==> config.mk <==
export PLATFORM = sky130hd
export DESIGN_NAME = atc_pipe_flat
export DESIGN_NICKNAME = d
export VERILOG_FILES = /design/src/rtl/atc_pipe_pkg.sv /design/src/rtl/atc_pipe_if.sv /design/src/rtl/atc_pipe_stage.sv /design/src/rtl/atc_pipe.sv /design/src/flat_wrapper.sv
export SDC_FILE = /design/constraint.sdc
export NUM_CORES = 1
export LEC_CHECK = 0
export ABC_AREA = 1
export CORE_MARGIN = 4
export CORE_UTILIZATION = 52
export DETAILED_ROUTE_END_ITERATION = 8
export PLACE_DENSITY = 0.86
export SKIP_CTS_REPAIR_TIMING = 1
export SYNTH_ARGS = -nofsm -noshare
export SYNTH_HDL_FRONTEND = slang
export SYNTH_HIERARCHICAL = 1
export SYNTH_SLANG_ARGS = --single-unit
==> constraint.sdc <==
create_clock -name clk -period 4.73 [get_ports clk]
set_input_delay 0.946 -clock clk [delete_from_list [all_inputs] [get_ports clk]]
set_output_delay 0.946 -clock clk [all_outputs]
set_load 0.02 [all_outputs]
==> src/rtl/atc_pipe_pkg.sv <==
// rtl/atc_pipe_pkg.sv - shared widths, result-type codes and Tnew table for atc_pipe
package atc_pipe_pkg;

  localparam int AW_DEF     = 5;
  localparam int RW_DEF     = 3;
  localparam int TW_DEF     = 2;
  localparam int STAGES_DEF = 3;

  typedef enum logic [RW_DEF-1:0] {
    RES_NONE = 3'd0,
    RES_ALU  = 3'd1,
    RES_LOAD = 3'd2,
    RES_PC   = 3'd3,
    RES_HILO = 3'd4
  } res_e;

  typedef struct packed {
    logic [AW_DEF-1:0] ra1;
    logic [AW_DEF-1:0] ra2;
    logic [AW_DEF-1:0] wa;
    logic [RW_DEF-1:0] res;
    logic [TW_DEF-1:0] tnew;
    logic              valid;
  } tuple_t;

  localparam tuple_t BUBBLE = '0;

  // Cycles from the E stage until the result can be forwarded.
  function automatic logic [TW_DEF-1:0] tnew_of(input res_e r);
    case (r)
      RES_ALU:  return 2'd1;
      RES_LOAD: return 2'd2;
      RES_HILO: return 2'd1;
      default:  return 2'd0;
    endcase
  endfunction

endpackage

==> src/rtl/atc_pipe_if.sv <==
// rtl/atc_pipe_if.sv - D-stage tuple, control and per-stage tracking bus for atc_pipe
interface atc_pipe_if #(
  parameter int AW     = atc_pipe_pkg::AW_DEF,
  parameter int RW     = atc_pipe_pkg::RW_DEF,
  parameter int TW     = atc_pipe_pkg::TW_DEF,
  parameter int STAGES = atc_pipe_pkg::STAGES_DEF
) ();
  logic                 in_valid;
  logic [AW-1:0]        in_ra1;
  logic [AW-1:0]        in_ra2;
  logic [AW-1:0]        in_wa;
  logic [RW-1:0]        in_res;
  logic [TW-1:0]        in_tnew;
  logic [TW-1:0]        in_tuse1;
  logic [TW-1:0]        in_tuse2;
  logic                 ext_stall;
  logic                 freeze;
  logic [STAGES-1:0]    flush;
  logic                 stall_req;
  logic [STAGES*AW-1:0] ra1_o;
  logic [STAGES*AW-1:0] ra2_o;
  logic [STAGES*AW-1:0] wa_o;
  logic [STAGES*RW-1:0] res_o;
  logic [STAGES*TW-1:0] tnew_o;
  logic [STAGES-1:0]    valid_o;

  modport master (
    output in_valid, in_ra1, in_ra2, in_wa, in_res, in_tnew, in_tuse1, in_tuse2,
    output ext_stall, freeze, flush,
    input  stall_req, ra1_o, ra2_o, wa_o, res_o, tnew_o, valid_o
  );

  modport slave (
    input  in_valid, in_ra1, in_ra2, in_wa, in_res, in_tnew, in_tuse1, in_tuse2,
    input  ext_stall, freeze, flush,
    output stall_req, ra1_o, ra2_o, wa_o, res_o, tnew_o, valid_o
  );
endinterface

==> src/rtl/atc_pipe_stage.sv <==
// rtl/atc_pipe_stage.sv - one tracked stage: load/hold/bubble with saturating Tnew countdown
module atc_stage
  import atc_pipe_pkg::*;
#(
  parameter int AW = AW_DEF,
  parameter int RW = RW_DEF,
  parameter int TW = TW_DEF
) (
  input  logic          clk,
  input  logic          rst,
  input  logic          i_hold,
  input  logic          i_bubble,
  input  logic          i_dec,
  input  logic [AW-1:0] i_ra1,
  input  logic [AW-1:0] i_ra2,
  input  logic [AW-1:0] i_wa,
  input  logic [RW-1:0] i_res,
  input  logic [TW-1:0] i_tnew,
  input  logic          i_valid,
  output logic [AW-1:0] o_ra1,
  output logic [AW-1:0] o_ra2,
  output logic [AW-1:0] o_wa,
  output logic [RW-1:0] o_res,
  output logic [TW-1:0] o_tnew,
  output logic          o_valid
);
  logic [AW-1:0] r_ra1, r_ra2, r_wa;
  logic [RW-1:0] r_res;
  logic [TW-1:0] r_tnew;
  logic          r_valid;
  logic [TW-1:0] w_tnew_nxt;

  // Tnew counts down once per advance and sticks at zero.
  assign w_tnew_nxt = (i_dec && (i_tnew != '0)) ? i_tnew - TW'(1) : i_tnew;

  always_ff @(posedge clk or negedge rst) begin
    if (!rst) begin
      r_ra1   <= '0;
      r_ra2   <= '0;
      r_wa    <= '0;
      r_res   <= '0;
      r_tnew  <= '0;
      r_valid <= 1'b0;
    end else if (!i_hold) begin
      if (i_bubble) begin
        r_ra1   <= '0;
        r_ra2   <= '0;
        r_wa    <= '0;
        r_res   <= '0;
        r_tnew  <= '0;
        r_valid <= 1'b0;
      end else begin
        r_ra1   <= i_ra1;
        r_ra2   <= i_ra2;
        r_wa    <= i_wa;
        r_res   <= i_res;
        r_tnew  <= w_tnew_nxt;
        r_valid <= i_valid;
      end
    end
  end

  assign o_ra1   = r_ra1;
  assign o_ra2   = r_ra2;
  assign o_wa    = r_wa;
  assign o_res   = r_res;
  assign o_tnew  = r_tnew;
  assign o_valid = r_valid;
endmodule

==> src/rtl/atc_pipe.sv <==
// rtl/atc_pipe.sv - STAGES-deep hazard-tracking pipeline with combinational stall request
module atc_pipe
  import atc_pipe_pkg::*;
#(
  parameter int AW     = AW_DEF,
  parameter int RW     = RW_DEF,
  parameter int TW     = TW_DEF,
  parameter int STAGES = STAGES_DEF
) (
  input  logic       clk,
  input  logic       rst,
  atc_pipe_if.slave  bus
);
  logic [AW-1:0] w_ra1  [STAGES];
  logic [AW-1:0] w_ra2  [STAGES];
  logic [AW-1:0] w_wa   [STAGES];
  logic [RW-1:0] w_res  [STAGES];
  logic [TW-1:0] w_tnew [STAGES];
  logic          w_valid[STAGES];
  logic          w_stall;
  logic          w_haz1;
  logic          w_haz2;

  assign w_stall = bus.stall_req | bus.ext_stall;

  for (genvar g = 0; g < STAGES; g++) begin : g_stage
    if (g == 0) begin : g_first
      // A stall only turns the entering tuple into a bubble; D holds it upstream.
      atc_stage #(.AW(AW), .RW(RW), .TW(TW)) u_stage (
        .clk(clk), .rst(rst),
        .i_hold(bus.freeze), .i_bubble(bus.flush[0] | w_stall), .i_dec(1'b0),
        .i_ra1(bus.in_ra1), .i_ra2(bus.in_ra2), .i_wa(bus.in_wa),
        .i_res(bus.in_res), .i_tnew(bus.in_tnew), .i_valid(bus.in_valid),
        .o_ra1(w_ra1[g]), .o_ra2(w_ra2[g]), .o_wa(w_wa[g]),
        .o_res(w_res[g]), .o_tnew(w_tnew[g]), .o_valid(w_valid[g])
      );
    end else begin : g_rest
      atc_stage #(.AW(AW), .RW(RW), .TW(TW)) u_stage (
        .clk(clk), .rst(rst),
        .i_hold(bus.freeze), .i_bubble(bus.flush[g]), .i_dec(1'b1),
        .i_ra1(w_ra1[g-1]), .i_ra2(w_ra2[g-1]), .i_wa(w_wa[g-1]),
        .i_res(w_res[g-1]), .i_tnew(w_tnew[g-1]), .i_valid(w_valid[g-1]),
        .o_ra1(w_ra1[g]), .o_ra2(w_ra2[g]), .o_wa(w_wa[g]),
        .o_res(w_res[g]), .o_tnew(w_tnew[g]), .o_valid(w_valid[g])
      );
    end
    assign bus.ra1_o[g*AW +: AW]  = w_ra1[g];
    assign bus.ra2_o[g*AW +: AW]  = w_ra2[g];
    assign bus.wa_o[g*AW +: AW]   = w_wa[g];
    assign bus.res_o[g*RW +: RW]  = w_res[g];
    assign bus.tnew_o[g*TW +: TW] = w_tnew[g];
    assign bus.valid_o[g]         = w_valid[g];
  end

  // W is included on purpose: a nonzero Tnew surviving to W still stalls.
  always_comb begin
    w_haz1 = 1'b0;
    w_haz2 = 1'b0;
    for (int i = 0; i < STAGES; i++) begin
      if (w_valid[i] && (w_wa[i] != '0) && (w_wa[i] == bus.in_ra1) && (w_tnew[i] > bus.in_tuse1))
        w_haz1 = 1'b1;
      if (w_valid[i] && (w_wa[i] != '0) && (w_wa[i] == bus.in_ra2) && (w_tnew[i] > bus.in_tuse2))
        w_haz2 = 1'b1;
    end
  end

  assign bus.stall_req = bus.in_valid & (w_haz1 | w_haz2);
endmodule

==> src/flat_wrapper.sv <==
// flat-port wrapper written by rule: the top's interface ports become plain ports
module atc_pipe_flat import atc_pipe_pkg::*;
#(
  parameter int AW     = AW_DEF,
  parameter int RW     = RW_DEF,
  parameter int TW     = TW_DEF,
  parameter int STAGES = STAGES_DEF
)
  (clk, rst, bus_in_valid, bus_in_ra1, bus_in_ra2, bus_in_wa, bus_in_res, bus_in_tnew, bus_in_tuse1, bus_in_tuse2, bus_ext_stall, bus_freeze, bus_flush, bus_stall_req, bus_ra1_o, bus_ra2_o, bus_wa_o, bus_res_o, bus_tnew_o, bus_valid_o);
  atc_pipe_if #(.AW(AW), .RW(RW), .TW(TW), .STAGES(STAGES)) bus_i ();
  input  logic clk;
  input  logic rst;
  input wire logic [$bits(bus_i.in_valid)-1:0] bus_in_valid;
  input wire logic [$bits(bus_i.in_ra1)-1:0] bus_in_ra1;
  input wire logic [$bits(bus_i.in_ra2)-1:0] bus_in_ra2;
  input wire logic [$bits(bus_i.in_wa)-1:0] bus_in_wa;
  input wire logic [$bits(bus_i.in_res)-1:0] bus_in_res;
  input wire logic [$bits(bus_i.in_tnew)-1:0] bus_in_tnew;
  input wire logic [$bits(bus_i.in_tuse1)-1:0] bus_in_tuse1;
  input wire logic [$bits(bus_i.in_tuse2)-1:0] bus_in_tuse2;
  input wire logic [$bits(bus_i.ext_stall)-1:0] bus_ext_stall;
  input wire logic [$bits(bus_i.freeze)-1:0] bus_freeze;
  input wire logic [$bits(bus_i.flush)-1:0] bus_flush;
  output wire logic [$bits(bus_i.stall_req)-1:0] bus_stall_req;
  output wire logic [$bits(bus_i.ra1_o)-1:0] bus_ra1_o;
  output wire logic [$bits(bus_i.ra2_o)-1:0] bus_ra2_o;
  output wire logic [$bits(bus_i.wa_o)-1:0] bus_wa_o;
  output wire logic [$bits(bus_i.res_o)-1:0] bus_res_o;
  output wire logic [$bits(bus_i.tnew_o)-1:0] bus_tnew_o;
  output wire logic [$bits(bus_i.valid_o)-1:0] bus_valid_o;
  assign bus_i.in_valid = bus_in_valid;
  assign bus_i.in_ra1 = bus_in_ra1;
  assign bus_i.in_ra2 = bus_in_ra2;
  assign bus_i.in_wa = bus_in_wa;
  assign bus_i.in_res = bus_in_res;
  assign bus_i.in_tnew = bus_in_tnew;
  assign bus_i.in_tuse1 = bus_in_tuse1;
  assign bus_i.in_tuse2 = bus_in_tuse2;
  assign bus_i.ext_stall = bus_ext_stall;
  assign bus_i.freeze = bus_freeze;
  assign bus_i.flush = bus_flush;
  assign bus_stall_req = bus_i.stall_req;
  assign bus_ra1_o = bus_i.ra1_o;
  assign bus_ra2_o = bus_i.ra2_o;
  assign bus_wa_o = bus_i.wa_o;
  assign bus_res_o = bus_i.res_o;
  assign bus_tnew_o = bus_i.tnew_o;
  assign bus_valid_o = bus_i.valid_o;
  atc_pipe #(.AW(AW), .RW(RW), .TW(TW), .STAGES(STAGES)) u_core (.clk(clk), .rst(rst), .bus(bus_i));
endmodule
Word level (Yosys, flattened, before mapping)
Cells that the tools add are included.
{"block": "op_classes", "magnitude_cmp": 6, "n_reduce_logical": 20, "shift": 0, "n_mux": 26, "n_bitwise": 4, "n_eq_ne": 6, "multipliers": 0, "div": 0, "n_addsub": 2}
{"operator": "$mux 5", "n": 9}
{"operator": "$eq 5x5->1", "n": 6}
{"operator": "$logic_and 1x1->1", "n": 15}
{"operator": "$reduce_bool 5->1", "n": 3}
{"operator": "$gt 2x2->1", "n": 6}
{"operator": "$mux 2", "n": 5}
{"operator": "$mux 1", "n": 9}
{"operator": "$mux 3", "n": 3}
{"operator": "$reduce_bool 2->1", "n": 2}
{"operator": "$sub 2x1->2 const B", "n": 2}
{"operator": "$or 1x1->1", "n": 3}
{"operator": "$and 1x1->1", "n": 1}
{"block": "totals", "out_inout_bits": 64, "ramBits": 0, "ff_bits": 63, "memories": 0, "mem_bits_ro": 0, "wordCells": 82, "latchBits": 0}

Longest topological paths before layout
Gate-level depths: netlist of run 1.
{"block": "depth", "word_depth": 12, "ltp_mapped": 17}

By module
Netlist of run 1, hierarchy kept.
{"mod": "atc_stage", "seq_area_each_um2": 525.5, "area_per_inst_um2": 854.6, "cells_per_inst": 98, "instances": 3}
{"mod": "atc_pipe", "seq_area_each_um2": 0.0, "area_per_inst_um2": 898.4, "cells_per_inst": 188, "instances": 1}

Least setup slack after synthesis of run 1
OpenSTA, ideal clock, no wires.
{"block": "synth_path", "path_type": "input -> output", "start": "input bus_in_tuse2[1]", "end": "output bus_stall_req", "cell_stages": 13, "setup_slack_ps": 1795, "arrival_time_ps": 1989, "required_ps": 3784, "path_buffers": 0, "cell_sequence": "inv_1 -> ha_1 -> nand2_1 -> inv_1 -> nor2_1 -> nand2_1 -> nor2_1 -> nand2_1 -> nand2_1 -> nand2_1 -> nand3_2 -> nand2_2 -> inv_1"}
{"block": "synth_between", "elab_chain_len": 7, "elab_cells_between_ends": 11}
{"item": "start, declared", "line": "flat_wrapper.sv:20", "rtl": "input wire logic [$bits(bus_i.in_tuse2)-1:0] bus_in_tuse2;"}
{"item": "$gt 2x2->1", "line": "atc_pipe.sv:62", "rtl": "if (w_valid[i] && (w_wa[i] != '0) && (w_wa[i] == bus.in_ra2) && (w_tnew[i] > bus.in_tuse2))"}
{"item": "$logic_and 1x1->1", "line": "atc_pipe.sv:62"}
{"item": "$mux 1 (2 in a row)", "line": "atc_pipe.sv:62"}
{"item": "$mux 1 *", "line": "atc_pipe.sv:62"}
{"item": "$or 1x1->1 *", "line": "atc_pipe.sv:67", "rtl": "assign bus.stall_req = bus.in_valid & (w_haz1 | w_haz2);"}
{"item": "$and 1x1->1 *", "line": "atc_pipe.sv:67"}
{"item": "end, declared", "line": "flat_wrapper.sv:24", "rtl": "output wire logic [$bits(bus_i.stall_req)-1:0] bus_stall_req;"}
Every way passes the cells marked *; elsewhere a longest branch is shown, timed or not.

Worst setup path after layout of run 1
Same ends and word-level chain as after synthesis.

==> results.md, run 1 <==
- Worst EP arrival: between 3 and 4 ns
- Root buf cell: clkbuf_8
- Largest net degree at the start of global routing: 64
- Total negative slack: 0 ns
- Slew @ Worst Pin: between 0.7 and 0.8 ns
- Worst setup margin: about 0.69 ns
- Final Cell Area: 4663 sq um
- WP buf/inv: 5
- P_leak: about 2.6 nW
- Net Sw Power: 371.1 uW
- Post-Syn Area: approximately 3500 sq um
- Sink Count: 63
- Nets: between 600 and 700
- Die Ht: 89.60 microns
- H-tree depth: 3
- Detailed Route WL: a little over 9 mm
- Final Core Density: 0.7261
- Count of cells along the worst hold path: 2
- RSZ-0062 raised after global routing: no
- Die X: 89.60 microns
- FF-to-FF End: u_core/g_stage[0].g_first.u_stage/o_tnew[1]$_DFFE_PN0N_
- Final hold violations: 0
- FF-to-FF Start: u_core/g_stage[0].g_first.u_stage/o_tnew[1]$_DFFE_PN0N_
- Worst slew margin: 0.4865
- Clock skew: 0.009217 ns
- R2r setup slk: 2.50 ns
- GP Congestion: ~0.92
- Yosys reg bits: 63
- Tightest Hold Check Type: reg -> reg
- DP Area: between 4000 and 5000 sq um
- Vias in the first global route: between 3,000 and 4,000
- Crit path max-delay family: buffers and inverters
- Avg WL per Cell: 13.73 microns
- Port-buffer cells: 95
- Seq pwr share: 0.432
- Cell taking the most area after synthesis: dfrtp_1
- Most used cell, CP: nand2_1
- Final period demand of the worst path: 4.036 ns
- CTS tree: yes
- Crit-path slowest cell: clkdlybuf4s50_1
- Startpoint types: input pin
- Row Count: 29
- Max Buffers Root-to-Sink: 2
- Violation count after the first detailed-route iteration: between 150 and 200
- Pint: ~1000 uW
- CP peak stage delay: 0.59 ns
- DR vias: 3,297
- Initial antenna violation count: 0
- Core Region: between 6000 and 7000 sq um
- Outcome: completed
- ANT nets after route: 0
- CP max FO: 3
- Worst-path clk slew: 0.07 ns
- Setup Viol. Count Final: 0
- Worst ir drop on vdd: about 0.27 mV
- Initial Util: 0.5391
- Worst Path Required: approximately 3.8 ns
- Crit. End Element: primary output
- Synthesis Warnings: 6
- Num ports: 96
- Hpwl dp: 6.693 mm
- Hold EP: u_core/g_stage[2].g_rest.u_stage/o_ra1[2]$_DFFE_PN0N_
- Power Density: approximately 290 nW/um^2
- Skew-Pair Late Insertion Delay: about 0.33 ns
- First-pass GRT wire length: 14.70 mm
- # diodes: 0
- Sequential element share of the synthesized area: 0.4554
- Share of cells above drive strength 1: 0.05424
- Syn avg cell area: 7.183 sq um
- Sw frac: 0.2713
- Count of pins over their slew limit: 0
- Hold_sp: u_core/g_stage[2].g_rest.u_stage/o_ra1[2]$_DFFE_PN0N_
- Count of different cell masters after synthesis: 21
- Fin crit share: 0.8532
- Total GRT Usage: 0.2396
- Maxcap violations: 0
- DP Worst Slack: 0.7070 ns
- Synthesis-to-layout area growth: 34.69%
- Vias per cell: around 5
- Setup CP Type: in -> out
- Final Hold Slack: about 0.48 ns
- Full die area: 8027 sq um
- Synth area leaders: dfrtp_1, nand2_1, ha_1
- Comb power frac: 0.185
- Num CTS Buffers: 9
- Fmax: 0.2478 GHz
- Remaining DRCs: 0
- Synthesized instance count: ~480
- Clk network pwr share: 0.382
- GRT Residual Overflow: 0
- Worst reg2reg path depth: 12
- Drt pass-1 iters: 5
- Post-synth top area share: 0.4554
- CP cell instances: clkdlybuf4s50_1 -> inv_1 -> ha_1 -> nand2_1 -> inv_1 -> nor2_1 -> nand2_1 -> nor2_1 -> nand2_1 -> nand2_1 -> nand2_1 -> nand3_2 -> nand2_2 -> inv_1 -> clkdlybuf4s50_1
synthesized netlist by cell type:
master / count
buf_6: 3
o21ai_0: 4
nor2_1: 20
buf_4: 9
nor2_4: 3
a21oi_1: 4
ha_1: 15
nand2_2: 1
nor3_2: 1
dfrtp_1: 63
nand2_1: 268
o21bai_1: 1
inv_1: 46
inv_2: 8
xnor2_1: 1
o31ai_1: 1
o21ai_1: 1
nand3_2: 1
conb_1: 2
nand3_1: 23
xor2_1: 7
flip-flops by register name (all words and copies together) (netlist names):
register / cells
u_core/g_stage.g_first.u_stage/o_ra1: 5
u_core/g_stage.g_first.u_stage/o_ra2: 5
u_core/g_stage.g_first.u_stage/o_res: 3
u_core/g_stage.g_first.u_stage/o_tnew: 2
u_core/g_stage.g_first.u_stage/o_valid: 1
u_core/g_stage.g_first.u_stage/o_wa: 5
u_core/g_stage.g_rest.u_stage/o_ra1: 10
u_core/g_stage.g_rest.u_stage/o_ra2: 10
u_core/g_stage.g_rest.u_stage/o_res: 6
u_core/g_stage.g_rest.u_stage/o_tnew: 4
u_core/g_stage.g_rest.u_stage/o_valid: 2
u_core/g_stage.g_rest.u_stage/o_wa: 10
placed cells by master (no fill, tap or decap):
master             n
nand2_1          268
clkdlybuf4s50_1   93
dfrtp_1           63
inv_1             46
nand3_1           23
nor2_1            20
ha_1              15
clkbuf_8          11
conb_1             9
inv_2              8
xor2_1             7
a21oi_1            4
o21ai_0            4
nor2_4             3
bufinv_16          2
clkbuf_1           2
buf_2              2
buf_4              2
clkinv_2           1
nor3_2             1
o31ai_1            1
o21ai_1            1
xnor2_1            1
o21bai_1           1
nand3_2            1
nand2_2            1
per-layer routing:
layer	global-route usage	wire length (microns)	share of wire
met1	0.3020	3866	0.42
met2	0.3969	4353	0.48
met3	0.05292	727	0.079
met4	0.1015	210	0.023
met5	0	0	0
power by group through the flow:
| stage | Clock (mW) | Sequential [mW] | Combinational, mW |
|---|---|---|---|
| after global placement | 0 | 0.600 | 0.248 |
| after detailed placement | 0 | 0.601 | 0.253 |
| after global routing | 0.559 | 0.595 | 0.282 |
| after floorplan | 0 | 0.626 | 0.105 |
| after CTS | 0.531 | 0.591 | 0.254 |
| final | 0.523 | 0.591 | 0.253 |
worst min-delay path, stage by stage, from the launching register on:
cell and delay, ns:
dfrtp_1 0.34, nand2_1 0.05, nand2_1 0.06
area by class of cell:
cell class / instances / area, sq um
Sequential cell: 63 / 1577
Timing Repair Buffer: 97 / 955.9
Fill cell: 524 / 1759
Clock buffer: 13 / 158.9
Tap cell: 77 / 96.34
Multi-Input combinational cell: 360 / 1608
Clock inverter: 3 / 65.06
Inverter: 54 / 202.7
worst max-delay path by stage:
stage	from	to	slack (ns)	depth (start not counted)
2_1_floorplan	bus_in_tuse2[1]	bus_stall_req	1.79	13
3_3_place_gp	bus_in_tuse2[1]	bus_stall_req	0.72	15
3_5_place_dp	bus_in_tuse2[1]	bus_stall_req	0.71	15
4_1_cts	bus_in_tuse2[1]	bus_stall_req	0.69	15
5_1_grt	bus_in_tuse2[1]	bus_stall_req	0.55	15
6_report	bus_in_tuse2[1]	bus_stall_req	0.69	15
through the flow:
step / total power [mW] / std cells
4_1_cts: 1.377 / 667
3_3_place_gp: 0.8483 / 651
5_1_grt: 1.435 / 667
2_1_floorplan: 0.7308 / 489
6_report: 1.368 / 667
3_5_place_dp: 0.8539 / 651
kinds of logic (layout without fill, tap and decap cells):
group / after synthesis / count (layout) / share of synthesized area
buffers and inverters: 66 / 167 / 0.08782
adders and majority gates: 15 / 15 / 0.05421
and+or+nand+nor: 317 / 317 / 0.3628
AOI/OAI and AO/OA: 11 / 11 / 0.01735
other: 2 / 9 / 0.002169
xor gates and xnor gates: 8 / 8 / 0.02024
DFF: 63 / 63 / 0.4554
Power figures use the tool's default switching activity.
==> run 2, diff against run 1 <==
--- a/config.mk
+++ b/config.mk
@@ -9,6 +9,7 @@
 export CORE_MARGIN = 4
 export CORE_UTILIZATION = 52
 export DETAILED_ROUTE_END_ITERATION = 8
+export HOLD_SLACK_MARGIN = 0.15
 export PLACE_DENSITY = 0.86
 export SKIP_CTS_REPAIR_TIMING = 1
 export SYNTH_ARGS = -nofsm -noshare
==> results of run 2 <==
Final layout, timing and power as in run 1 (identical DEF).
==> run 3, diff against run 2 <==
--- a/config.mk
+++ b/config.mk
@@ -7,10 +7,10 @@
 export LEC_CHECK = 0
 export ABC_AREA = 1
 export CORE_MARGIN = 4
-export CORE_UTILIZATION = 52
+export CORE_UTILIZATION = 50
 export DETAILED_ROUTE_END_ITERATION = 8
 export HOLD_SLACK_MARGIN = 0.15
-export PLACE_DENSITY = 0.86
+export PLACE_DENSITY = 0.83
 export SKIP_CTS_REPAIR_TIMING = 1
 export SYNTH_ARGS = -nofsm -noshare
 export SYNTH_HDL_FRONTEND = slang
==> run 3 against run 2 <==
Compared with the run above: global-route usage is 0.22 points lower; final cell count up 0.60%; maximum frequency is 0.30% lower; non-clock buffer count increased by 1; register-to-register slack got worse by 0.07 ns; worst hold slack about the same; via count grew 0.42%; core utilization shrank 3.4 points; sequential cell count stayed put; combinational power is 2% higher; largest cell class unchanged; largest power group unchanged; highest routed layer unchanged.
==> results.md, run 3 (same netlist as run 1, synthesis figures left out) <==
- Outcome: completed
- Num CTS Buffers: 9
- GP Congestion: 0.9593
- Synthesis-to-layout area growth: 34.98%
- Power Density: between 200 and 300 nW/um^2
- Pint: approximately 980 uW
- Setup CP Type: in -> out
- Sw frac: 0.2805
- Row Count: 30
- Final period demand of the worst path: 4.048 ns
- Total negative slack: 0 ns
- H-tree depth: 3
- First-pass GRT wire length: 15.66 mm
- Skew-Pair Late Insertion Delay: around 0.33 ns
- Worst-path clk slew: 0.07 ns
- Total GRT Usage: 0.2374
- Worst slew margin: 0.4773
- Hpwl dp: about 7 mm
- Nets: between 600 and 700
- CP max FO: 3
- Vias in the first global route: roughly 3,200
- Maxcap violations: 0
- Sink Count: 63
- Drt pass-1 iters: 4
- Slew @ Worst Pin: 0.7841 ns
- Clk network pwr share: 0.379
- Register area: between 1500 and 2000 sq um
- Avg WL per Cell: between 10 and 15 microns
- Detailed Route WL: between 9 and 10 mm
- Most frequent cells in the layout: nand2_1, clkdlybuf4s50_1, dfrtp_1
- Remaining DRCs: 0
- Share of cells above drive strength 1: 0.05753
- Hold_sp: u_core/g_stage[2].g_rest.u_stage/o_ra2[0]$_DFFE_PN0N_
- Root buf cell: clkbuf_8
- Num ports: 96
- DR vias: 3,311
- Die Ht: between 90 and 100 microns
- Vias per cell: 4.934
- Core Region: a little under 7000 sq um
- Net Sw Power: between 300 and 400 uW
- Worst ir drop on vdd: around 0.17 mV
- Worst EP arrival: 3.10 ns
- Footprint of the multi-input gates: between 1500 and 2000 sq um
- Setup Viol. Count Final: 0
- P_leak: 2.600 nW
- Initial Util: 0.5124
- Fin crit share: 0.8558
- Fillcell total: 556
- GRT Residual Overflow: 0
- ANT nets after route: 0
- Crit. End Element: primary output
- R2r setup slk: between 2 and 2.5 ns
- CTS tree: yes
- Worst reg2reg path depth: 12
- Worst setup margin: 0.6821 ns
- Comb power frac: 0.188
- Full die area: 8319 sq um
- Clock skew: around 0.0097 ns
- Worst Path Required: approximately 3.8 ns
- RSZ-0062 raised after global routing: no
- Max Buffers Root-to-Sink: 2
- Power Total: around 1.4 mW
- Hold EP: u_core/g_stage[2].g_rest.u_stage/o_ra2[0]$_DFFE_PN0N_
- Final hold violations: 0
- DP Worst Slack: roughly 0.7 ns
- Port-buffer cells: 95
- Die X: 91.21 microns
- Tightest Hold Check Type: reg -> reg
- Violation count after the first detailed-route iteration: between 150 and 200
- Commonest non-fill, non-tap cell in the layout: nand2_1
- Count of pins over their slew limit: 0
- FF-to-FF End: u_core/g_stage[0].g_first.u_stage/o_ra1[2]$_DFFE_PN0N_
- Startpoint types: input pin
- FF-to-FF Start: u_core/g_stage[0].g_first.u_stage/o_tnew[1]$_DFFE_PN0N_
- # diodes: 0
- Count of cells along the worst hold path: 2
- Largest net degree at the start of global routing: 64
- Initial antenna violation count: 0
- Fmax: around 0.25 GHz
- Seq pwr share: 0.433
run 3: cell type report:
cell class              instances  share of cell area
clock buffers                  11             0.03025
clock inverters                 5             0.01740
inverters                      54             0.04337
multi-input cells             360              0.3440
flip-flops and latches         63              0.3373
well taps                      80             0.02142
repair buffers                 98              0.2062
run 3: power by group through the flow:
stage               combinational, mW  sequential (mW)  clock, mW
CTS                             0.258            0.592      0.528
finish                          0.257            0.592      0.519
detailed placement              0.256            0.602          0
global route                    0.285            0.596      0.557
floorplan                       0.105            0.626          0
global placement                0.250            0.601          0
run 3: worst max-delay path by stage:
stage	start	endpoint	slack, ns
floorplan	bus_in_tuse2[1]	bus_stall_req	1.79
global placement	bus_in_tuse2[1]	bus_stall_req	0.75
detailed placement	bus_in_tuse2[1]	bus_stall_req	0.70
CTS	bus_in_tuse2[1]	bus_stall_req	0.70
global route	bus_in_tuse1[1]	bus_stall_req	0.55
finish	bus_in_tuse2[1]	bus_stall_req	0.68
run 3: metrics by stage:
step                      area (sq um)  cells  hold slack (ns)    util
after detailed placement          4451    655           0.4646  0.6587
after global routing              4673    671           0.5037  0.6917
after floorplan                   3488    489           0.5763       -
after global placement            4451    655           0.4602  0.6587
final                             4673    671           0.4794  0.6917
after CTS                         4673    671           0.4827  0.6917
run 3: routing by layer:
metal	global-route usage	vias up	share of wire
met3	0.04391	18	0.056
met2	0.3789	128	0.47
met5	0	-	0
li1	-	1644	-
met1	0.3203	1521	0.45
met4	0.09296	0	0.025
run 3: worst max-delay path: stages:
cell and delay, ns:
clkdlybuf4s50_1 0.45, inv_1 0.08, ha_1 0.32, nand2_1 0.07, inv_1 0.04, nor2_1 0.09, nand2_1 0.05, nor2_1 0.09
nand2_1 0.06, nand2_1 0.06, nand2_1 0.05, nand3_2 0.08, nand2_2 0.06, inv_1 0.05, clkdlybuf4s50_1 0.60
